===== config.mk =====
export PLATFORM = sky130hd
export DESIGN_NAME = axi4s_demux_tid_flat
export DESIGN_NICKNAME = d
export VERILOG_FILES = /design/src/rtl/axi4s_demux_tid_if.sv /design/src/rtl/axi4s_demux_tid.sv /design/src/flat_wrapper.sv
export SDC_FILE = /design/constraint.sdc
export NUM_CORES = 1
export LEC_CHECK = 0
export ABC_CLOCK_PERIOD_IN_PS = 1400
export BUFFER_PORTS_ARGS = -buffer_cell sky130_fd_sc_hd__buf_2
export CORE_MARGIN = 5
export CORE_UTILIZATION = 29
export CTS_BUF_LIST = sky130_fd_sc_hd__clkbuf_4 sky130_fd_sc_hd__clkbuf_8
export CTS_CLUSTER_DIAMETER = 120
export DETAILED_ROUTE_END_ITERATION = 10
export PLACE_DENSITY = 0.92
export RECOVER_POWER = 25
export SYNTH_ARGS = -nofsm -noshare
export SYNTH_HDL_FRONTEND = slang
export SYNTH_HIERARCHICAL = 1
export SYNTH_SLANG_ARGS = --single-unit

===== constraint.sdc =====
create_clock -name clk -period 1.4 [get_ports clk]
set_input_delay 0.14 -clock clk [delete_from_list [all_inputs] [get_ports clk]]
set_output_delay 0.14 -clock clk [all_outputs]
set_load 0.005 [all_outputs]

===== src/rtl/axi4s_demux_tid_if.sv =====
// AXI4-Stream bundle between the merged input stream and the per-tid outputs
// of axi4s_demux_tid.
//   axi4s_i_*  : merged input stream (tvalid/tready/tlast/tid/tdata)
//   axi4s_o_*  : one stream per destination, packed [stream][bit]
// Modports:
//   slave  : the demux view (consumes axi4s_i_*, produces axi4s_o_*)
//   master : the surrounding fabric (drives axi4s_i_*, sinks axi4s_o_*)
interface axi4s_demux_tid_if #(
    parameter int nr_of_streams_p = -1,
    parameter int tdata_width_p   = -1,
    parameter int tid_bit_width_p = $clog2(nr_of_streams_p)
);
    logic                                               axi4s_i_tready;
    logic                                               axi4s_i_tvalid;
    logic                                               axi4s_i_tlast;
    logic [tid_bit_width_p-1:0]                         axi4s_i_tid;
    logic [tdata_width_p*8-1:0]                         axi4s_i_tdata;
    logic [nr_of_streams_p-1:0]                         axi4s_o_tready;
    logic [nr_of_streams_p-1:0]                         axi4s_o_tvalid;
    logic [nr_of_streams_p-1:0]                         axi4s_o_tlast;
    logic [nr_of_streams_p-1:0][tdata_width_p*8-1:0]    axi4s_o_tdata;

    modport slave (
        output axi4s_i_tready,
        input  axi4s_i_tvalid, axi4s_i_tlast, axi4s_i_tid, axi4s_i_tdata,
        input  axi4s_o_tready,
        output axi4s_o_tvalid, axi4s_o_tlast, axi4s_o_tdata
    );

    modport master (
        input  axi4s_i_tready,
        output axi4s_i_tvalid, axi4s_i_tlast, axi4s_i_tid, axi4s_i_tdata,
        output axi4s_o_tready,
        input  axi4s_o_tvalid, axi4s_o_tlast, axi4s_o_tdata
    );
endinterface


===== src/rtl/axi4s_demux_tid.sv =====
// axi4s_demux_tid: routes each packet of a merged AXI4-Stream to output
// stream number tid. The destination is locked on the first beat and held
// until tlast; packets whose tid has no output are swallowed and reported
// with a one-cycle drop_pulse. Each output is a single register stage, so an
// accepted beat shows up one clock later and a ready output sustains 1 beat/clk.
//
// Ports:
//   clk, rst_n    clock, asynchronous active-low reset
//   s             axi4s_demux_tid_if.slave (input stream + per-output streams)
//   drop_pulse    high for one cycle after the tlast beat of a dropped packet
// Optional (macro AXI4S_DEMUX_STATS_EN):
//   stats_clr     synchronous clear of all counters (wins over an increment)
//   pkt_cnt       per-output count of tlast handshakes, wraps at 2^32
//   drop_cnt      count of drop_pulse cycles, wraps at 2^32

// One output register stage. A load always wins; otherwise the stage empties
// on its own handshake. Data only changes on a load, so it is stable while
// tvalid is held.
module axi4s_demux_tid_lane #(
    parameter int DW = 8
) (
    input  logic          clk,
    input  logic          rst_n,
    input  logic          load,
    input  logic [DW-1:0] tdata_in,
    input  logic          tlast_in,
    input  logic          tready,
    output logic          tvalid,
    output logic          tlast,
    output logic [DW-1:0] tdata
);
    always_ff @(posedge clk or negedge rst_n) begin
        if (!rst_n) begin
            tvalid <= 1'b0;
            tlast  <= 1'b0;
            tdata  <= '0;
        end else if (load) begin
            tvalid <= 1'b1;
            tlast  <= tlast_in;
            tdata  <= tdata_in;
        end else if (tvalid && tready) begin
            tvalid <= 1'b0;
        end
    end
endmodule

module axi4s_demux_tid #(
    parameter int nr_of_streams_p = -1,
    parameter int tdata_width_p   = -1,
    parameter int tid_bit_width_p = $clog2(nr_of_streams_p)
) (
    input  logic                              clk,
    input  logic                              rst_n,
    axi4s_demux_tid_if.slave                  s,
    output logic                              drop_pulse
`ifdef AXI4S_DEMUX_STATS_EN
    ,
    input  logic                              stats_clr,
    output logic [nr_of_streams_p-1:0][31:0]  pkt_cnt,
    output logic [31:0]                       drop_cnt
`endif
);
    localparam int DW = tdata_width_p * 8;
    // With a power-of-two stream count every tid has an output and DROP
    // can never be entered.
    localparam bit TID_FULL = ((1 << tid_bit_width_p) == nr_of_streams_p);

    typedef enum logic [1:0] {IDLE, ROUTE, DROP} state_t;

    state_t                     state_q, state_d;
    logic [tid_bit_width_p-1:0] dest_q, dest_d, dest_sel;
    logic                       tid_ok, sel_busy, ready, drop_d, route_acc;
    logic [nr_of_streams_p-1:0] load;

    assign tid_ok   = TID_FULL || (32'(s.axi4s_i_tid) < 32'(nr_of_streams_p));
    // Packet start uses the live tid; the rest of the packet the locked one.
    assign dest_sel = (state_q == ROUTE) ? dest_q : s.axi4s_i_tid;
    assign s.axi4s_i_tready = ready;

    // Selected output can't take a beat: full and not draining this cycle.
    always_comb begin
        sel_busy = 1'b0;
        for (int i = 0; i < nr_of_streams_p; i++) begin
            if (dest_sel == tid_bit_width_p'(i))
                sel_busy = s.axi4s_o_tvalid[i] && !s.axi4s_o_tready[i];
        end
    end

    always_comb begin
        state_d   = state_q;
        dest_d    = dest_q;
        ready     = !sel_busy;
        drop_d    = 1'b0;
        route_acc = 1'b0;
        unique case (state_q)
            IDLE: begin
                if (!tid_ok) begin
                    ready = 1'b1;
                    if (s.axi4s_i_tvalid) begin
                        if (s.axi4s_i_tlast) drop_d  = 1'b1;
                        else                 state_d = DROP;
                    end
                end else if (s.axi4s_i_tvalid && ready) begin
                    route_acc = 1'b1;
                    if (!s.axi4s_i_tlast) begin
                        state_d = ROUTE;
                        dest_d  = s.axi4s_i_tid;
                    end
                end
            end
            ROUTE: begin
                if (s.axi4s_i_tvalid && ready) begin
                    route_acc = 1'b1;
                    if (s.axi4s_i_tlast) state_d = IDLE;
                end
            end
            DROP: begin
                ready = 1'b1;
                if (s.axi4s_i_tvalid && s.axi4s_i_tlast) begin
                    drop_d  = 1'b1;
                    state_d = IDLE;
                end
            end
            default: state_d = IDLE;
        endcase
    end

    always_comb begin
        load = '0;
        for (int i = 0; i < nr_of_streams_p; i++)
            load[i] = route_acc && (dest_sel == tid_bit_width_p'(i));
    end

    always_ff @(posedge clk or negedge rst_n) begin
        if (!rst_n) begin
            state_q    <= IDLE;
            dest_q     <= '0;
            drop_pulse <= 1'b0;
        end else begin
            state_q    <= state_d;
            dest_q     <= dest_d;
            drop_pulse <= drop_d;
        end
    end

    for (genvar g = 0; g < nr_of_streams_p; g++) begin : g_lane
        axi4s_demux_tid_lane #(.DW(DW)) u_lane (
            .clk      (clk),
            .rst_n    (rst_n),
            .load     (load[g]),
            .tdata_in (s.axi4s_i_tdata),
            .tlast_in (s.axi4s_i_tlast),
            .tready   (s.axi4s_o_tready[g]),
            .tvalid   (s.axi4s_o_tvalid[g]),
            .tlast    (s.axi4s_o_tlast[g]),
            .tdata    (s.axi4s_o_tdata[g])
        );
    end

`ifdef AXI4S_DEMUX_STATS_EN
    always_ff @(posedge clk or negedge rst_n) begin
        if (!rst_n) begin
            pkt_cnt  <= '0;
            drop_cnt <= '0;
        end else if (stats_clr) begin
            pkt_cnt  <= '0;
            drop_cnt <= '0;
        end else begin
            for (int i = 0; i < nr_of_streams_p; i++) begin
                if (s.axi4s_o_tvalid[i] && s.axi4s_o_tready[i] && s.axi4s_o_tlast[i])
                    pkt_cnt[i] <= pkt_cnt[i] + 32'd1;
            end
            if (drop_pulse) drop_cnt <= drop_cnt + 32'd1;
        end
    end
`endif
endmodule

===== src/flat_wrapper.sv =====
// flat-port wrapper written by rule: the top's interface ports become plain ports
module axi4s_demux_tid_flat 
#(
    parameter int nr_of_streams_p = -1,
    parameter int tdata_width_p   = -1,
    parameter int tid_bit_width_p = $clog2(nr_of_streams_p)
)
  (clk, rst_n, drop_pulse, s_axi4s_i_tready, s_axi4s_i_tvalid, s_axi4s_i_tlast, s_axi4s_i_tid, s_axi4s_i_tdata, s_axi4s_o_tready, s_axi4s_o_tvalid, s_axi4s_o_tlast, s_axi4s_o_tdata);
  axi4s_demux_tid_if #(.nr_of_streams_p(nr_of_streams_p), .tdata_width_p(tdata_width_p), .tid_bit_width_p(tid_bit_width_p)) s_i ();
  input  logic clk;
  input  logic rst_n;
  output logic drop_pulse;
  output wire logic [$bits(s_i.axi4s_i_tready)-1:0] s_axi4s_i_tready;
  input wire logic [$bits(s_i.axi4s_i_tvalid)-1:0] s_axi4s_i_tvalid;
  input wire logic [$bits(s_i.axi4s_i_tlast)-1:0] s_axi4s_i_tlast;
  input wire logic [$bits(s_i.axi4s_i_tid)-1:0] s_axi4s_i_tid;
  input wire logic [$bits(s_i.axi4s_i_tdata)-1:0] s_axi4s_i_tdata;
  input wire logic [$bits(s_i.axi4s_o_tready)-1:0] s_axi4s_o_tready;
  output wire logic [$bits(s_i.axi4s_o_tvalid)-1:0] s_axi4s_o_tvalid;
  output wire logic [$bits(s_i.axi4s_o_tlast)-1:0] s_axi4s_o_tlast;
  output wire logic [$bits(s_i.axi4s_o_tdata)-1:0] s_axi4s_o_tdata;
  assign s_axi4s_i_tready = s_i.axi4s_i_tready;
  assign s_i.axi4s_i_tvalid = s_axi4s_i_tvalid;
  assign s_i.axi4s_i_tlast = s_axi4s_i_tlast;
  assign s_i.axi4s_i_tid = s_axi4s_i_tid;
  assign s_i.axi4s_i_tdata = s_axi4s_i_tdata;
  assign s_i.axi4s_o_tready = s_axi4s_o_tready;
  assign s_axi4s_o_tvalid = s_i.axi4s_o_tvalid;
  assign s_axi4s_o_tlast = s_i.axi4s_o_tlast;
  assign s_axi4s_o_tdata = s_i.axi4s_o_tdata;
  axi4s_demux_tid #(.nr_of_streams_p(nr_of_streams_p), .tdata_width_p(tdata_width_p), .tid_bit_width_p(tid_bit_width_p)) u_core (.clk(clk), .rst_n(rst_n), .s(s_i), .drop_pulse(drop_pulse));
endmodule

### Word-level counts from Yosys, hierarchy flattened

Index checks and enable logic that the tools add are counted.
W data, S select, Z words.

* register bits after elaboration: 3
* input port bits: 49
* output and inout bits: 38
* logic and storage cells: 27

* $lt $le $gt $ge: 1
* equality and inequality tests: 7
* muxes and demuxes: 14
* reductions and logical operators: 3

Operator list (number)
* $lt A32 B32 Y1 const B: 1
* $mux W2: 8
* $ne A2 B2 Y1 const B: 4
* $pmux W2 S3: 1
* $reduce_and A5 Y1: 1
* $mux W1: 4
* $eq A2 B1 Y1 const B: 1
* $eq A2 B2 Y1 const B: 1
* $logic_not A2 Y1: 1
* $ne A2 B1 Y1 const B: 1
* $pmux W1 S2: 1
* $logic_and A1 B1 Y1: 1

### Depth between registers and ports, before layout

* depth in word-level cells: 4
* mapped depth: 4
* gate-level depth less buffers: 4

### Worst setup path after synthesis

Ideal clock, no wire load.

* path type: input -> register
* from: in s_axi4s_i_tid[13]
* to: reg u_core.state_q[0]
* setup time: 0.122 ns
* arrival: 0.880 ns
* required time: 1.278 ns
* path slack: 0.398 ns
* stages: 4
* path buffers: 0
* path through: nand4_1 -> nor4_1 -> nand2_1 -> a32o_1

* longest elaborated chain between the ends: 3

Ends and longest elaborated chain
* from (decl): line flat_wrapper.sv:16 `input wire logic [$bits(s_i.axi4s_i_tid)-1:0] s_axi4s_i_tid;`
* $lt A32 B32 Y1: line axi4s_demux_tid.sv:75 `assign tid_ok = TID_FULL || (32'(s.axi4s_i_tid) < 32'(nr_of_streams_p));`
* $mux W2: line axi4s_demux_tid.sv:97 `if (!tid_ok) begin`
* $pmux W2 S3: line axi4s_demux_tid.sv:95 `unique case (state_q)`
* to (signal assigned): line axi4s_demux_tid.sv:140 `state_q <= state_d;`
* to (decl): line axi4s_demux_tid.sv:70 `state_t state_q, state_d;`

No other way between the ends.
A chain may end at the register's enable or synchronous reset.

### Worst setup path in the final report

Same ends and word-level chain as after synthesis.

==> results.json <==
{
  "run_status": "finished clean",
  "worst_ir_drop_vdd_mv": 0.183,
  "routed-via-count": 454,
  "slowest_delay_ps": 410,
  "pin_count": 87,
  "nets": 149,
  "rows": 14,
  "placeableCoreArea_sq_um": 1540,
  "postSynth.topFlopCell": "sky130_fd_sc_hd__dfrtp_1",
  "worst-r2r-setup-slack_ps": 520,
  "setup-tns-final_ps": 0,
  "place.detailed.instances": 110,
  "synth_edf_count": 0,
  "leakage_nw": 0.336,
  "synth.top_cells.by_count": "sky130_fd_sc_hd__buf_4 (37), sky130_fd_sc_hd__nand4_1 (8), sky130_fd_sc_hd__dfrtp_1 (3)",
  "grt-ovfl-total": 0,
  "timing.critical_path.depth": 5,
  "power_frac_comb_pct": 25.9,
  "kind_of_start_point_of_the_critical_path": "primary input",
  "floorplan.die_area_sq_um": 2580,
  "worstHoldPathCells": 2,
  "clk_pin_slew_ps": 40,
  "period_minus_slack_ps": 996,
  "yosysUniqueCellTypes": 12,
  "final_min_period_over_clock_period_pct": 71.2,
  "initial_utilization_pct": 31.3,
  "seqPwrFrac_pct": 26.2,
  "p_int_mw": 0.258,
  "ys_seq_area_share_pct": 15.5,
  "drc": 0,
  "pins_over_their_slew_limit": 0,
  "die_x_um": 50.8,
  "crit_arrival_ps": 1110,
  "drt_first_iter_violations": 9,
  "via_count_normalized_by_instance_count": 3.95,
  "worst_hold_slack_ps": 122,
  "endpoint_kind": "register",
  "hp-class": "in2reg",
  "path_buf_inv": 1,
  "grt_first_pass_wirelength_um": 1990,
  "finalHoldViolCount": 0,
  "synth-warning-count": 78,
  "stdcell_area_sq_um": 576,
  "final_number_of_setup_violating_endpoints": 0,
  "synth.top_cell.area_share_pct": 57.5,
  "post_synth_instance_area_sq_um": 483,
  "detailed_place_hpwl_um": 1240,
  "grt_antenna_before_repair": 0,
  "routabilityCongestion": 0.727,
  "clkPwrFrac_pct": 47.9,
  "die_height_um": 50.8,
  "cts_made_buffers": 3,
  "crit_path_cell_trace": "buf_2 > nand4_1 > nor4_1 > nand2_1 > a32o_1",
  "worst_skew_pair.late_latency_ps": 230,
  "cell_count_after_synthesis": 60,
  "diodes": 0,
  "worst-r2r-cell-count": 3,
  "max_freq_mhz": 1000,
  "yosys-top-cells-area": "sky130_fd_sc_hd__buf_4 (58%), sky130_fd_sc_hd__dfrtp_1 (16%), sky130_fd_sc_hd__nand4_1 (10%), sky130_fd_sc_hd__a221oi_2 (3.1%), sky130_fd_sc_hd__a211oi_2 (2.6%)",
  "routed_wire_length_per_instance_um": 13.0,
  "placement.cell_area_sq_um": 537,
  "clock_sink_count": 3,
  "critical_path.top_delay_family": "simple AND/OR/NAND/NOR gates",
  "postRouteAntennaNets": 0,
  "flow.area_growth_from_synthesis_pct": 19.2,
  "setup_repair_after_global_routing_missed_its_margin": "false",
  "netSwitchingFraction_pct": 28.0,
  "cts_tree": "yes",
  "worst-setup-path-type": "in2reg",
  "wire_length_after_detailed_routing_um": 1500,
  "clock-root-buffer": "sky130_fd_sc_hd__clkbuf_4",
  "final_cells": 115,
  "cell_type_of_the_slowest_stage_on_the_worst_timing_path": "sky130_fd_sc_hd__nor4_1",
  "synthArstFlopShare_pct": 100,
  "iteration_count_of_the_initial_detailed_routing_pass": 6,
  "reported_max_cap_violation_count": 0,
  "worstPathRequired_ps": 1520,
  "psw_mw": 0.100,
  "avgSynthCellArea_sq_um": 8.05,
  "yosysTopAreaCell": "sky130_fd_sc_hd__buf_4",
  "grt_pass1_vias": 425,
  "post_cts.resized_instances": 0,
  "grt_start_max_net_pins": 5,
  "grtUsageTotal_pct": 11.4,
  "ctsHtreeMaxLevel": 1,
  "share_of_post_route_cells_with_drive_strength_above_1_pct": 41.4,
  "final_core_utilization_pct": 37.3,
  "timing.clock.skew_ps": 4.82,
  "top_count_cell_post_synth": "sky130_fd_sc_hd__buf_4",
  "port-buffer-count": 36,
  "yosys_register_bits": 3,
  "power_density_nw_per_um2": 622,
  "path_max_fanout": 2,
  "clockBufferDepth": 2
}
-- worst paths after layout --
check	start	to
min in group asynchronous	rst_n	u_core/state_q[0]$_DFFE_PN0P_
max reg2reg	u_core/state_q[1]$_DFFE_PN0P_	u_core/state_q[0]$_DFFE_PN0P_
min reg2reg	u_core/state_q[0]$_DFFE_PN0P_	u_core/drop_pulse$_DFF_PN0_
min	s_axi4s_i_tlast	u_core/state_q[1]$_DFFE_PN0P_
max	s_axi4s_i_tid[13]	u_core/state_q[0]$_DFFE_PN0P_
max in group asynchronous	rst_n	u_core/state_q[1]$_DFFE_PN0P_
-- metal layers --
metal,track usage (%),wire length (um)
met3,6.40,167
met5,0,0
met4,11.1,62
met1,7.02,362
met2,21.3,906
-- power by group through the flow --
stage,combinational (mW),clock (mW),sequential [mW]
floorplan,0.106,0,0.0940
global placement,0.0799,0,0.0942
detailed placement,0.0838,0,0.0946
CTS,0.0884,0.182,0.0934
global route,0.103,0.196,0.0935
finish,0.0926,0.172,0.0938
-- kinds of logic after synthesis --
family                 count (synthesis)  share of synthesized area (%)
other                                  2                           1.55
flip-flops                             3                           15.5
buffers and inverters                 38                           58.3
AO/OA/AOI/OAI                          3                           7.77
AND/OR/NAND/NOR                       14                           16.8
-- state kept, by name, indices dropped and copies added (netlist names) --
register / cells
u_core/drop_pulse: 1
u_core/state_q: 2
-- through the flow --
stage | worst slack [ps] | power [mW]
floorplan | 398 | 0.200
global placement | 175 | 0.174
detailed placement | 155 | 0.178
CTS | 411 | 0.364
global route | 307 | 0.393
finish | 404 | 0.358
-- placed cells by master, fill, tap and decap left out --
master,instances
sky130_fd_sc_hd__a211oi_2,1
sky130_fd_sc_hd__a221oi_2,1
sky130_fd_sc_hd__a32o_1,1
sky130_fd_sc_hd__and3_1,1
sky130_fd_sc_hd__buf_2,35
sky130_fd_sc_hd__clkbuf_1,1
sky130_fd_sc_hd__clkbuf_4,4
sky130_fd_sc_hd__conb_1,37
sky130_fd_sc_hd__dfrtp_1,3
sky130_fd_sc_hd__dlygate4sd3_1,1
sky130_fd_sc_hd__inv_1,1
sky130_fd_sc_hd__nand2_1,2
sky130_fd_sc_hd__nand3_1,1
sky130_fd_sc_hd__nand4_1,8
sky130_fd_sc_hd__nor4_1,2
-- repair_timing --
action	4_1_cts	5_1_grt
hold endpoints to repair	3	0
buffers inserted	0	0
hold buffers	1	0
-- area by class of cell --
type	instances	area, sq um
clock buffers	4	30.0
fillers	157	966
inverters	1	3.75
multi-input cells	54	258
flip-flops and latches	3	75.1
well taps	16	20.0
repair buffers	37	189
(Power assumes the default switching activity.)
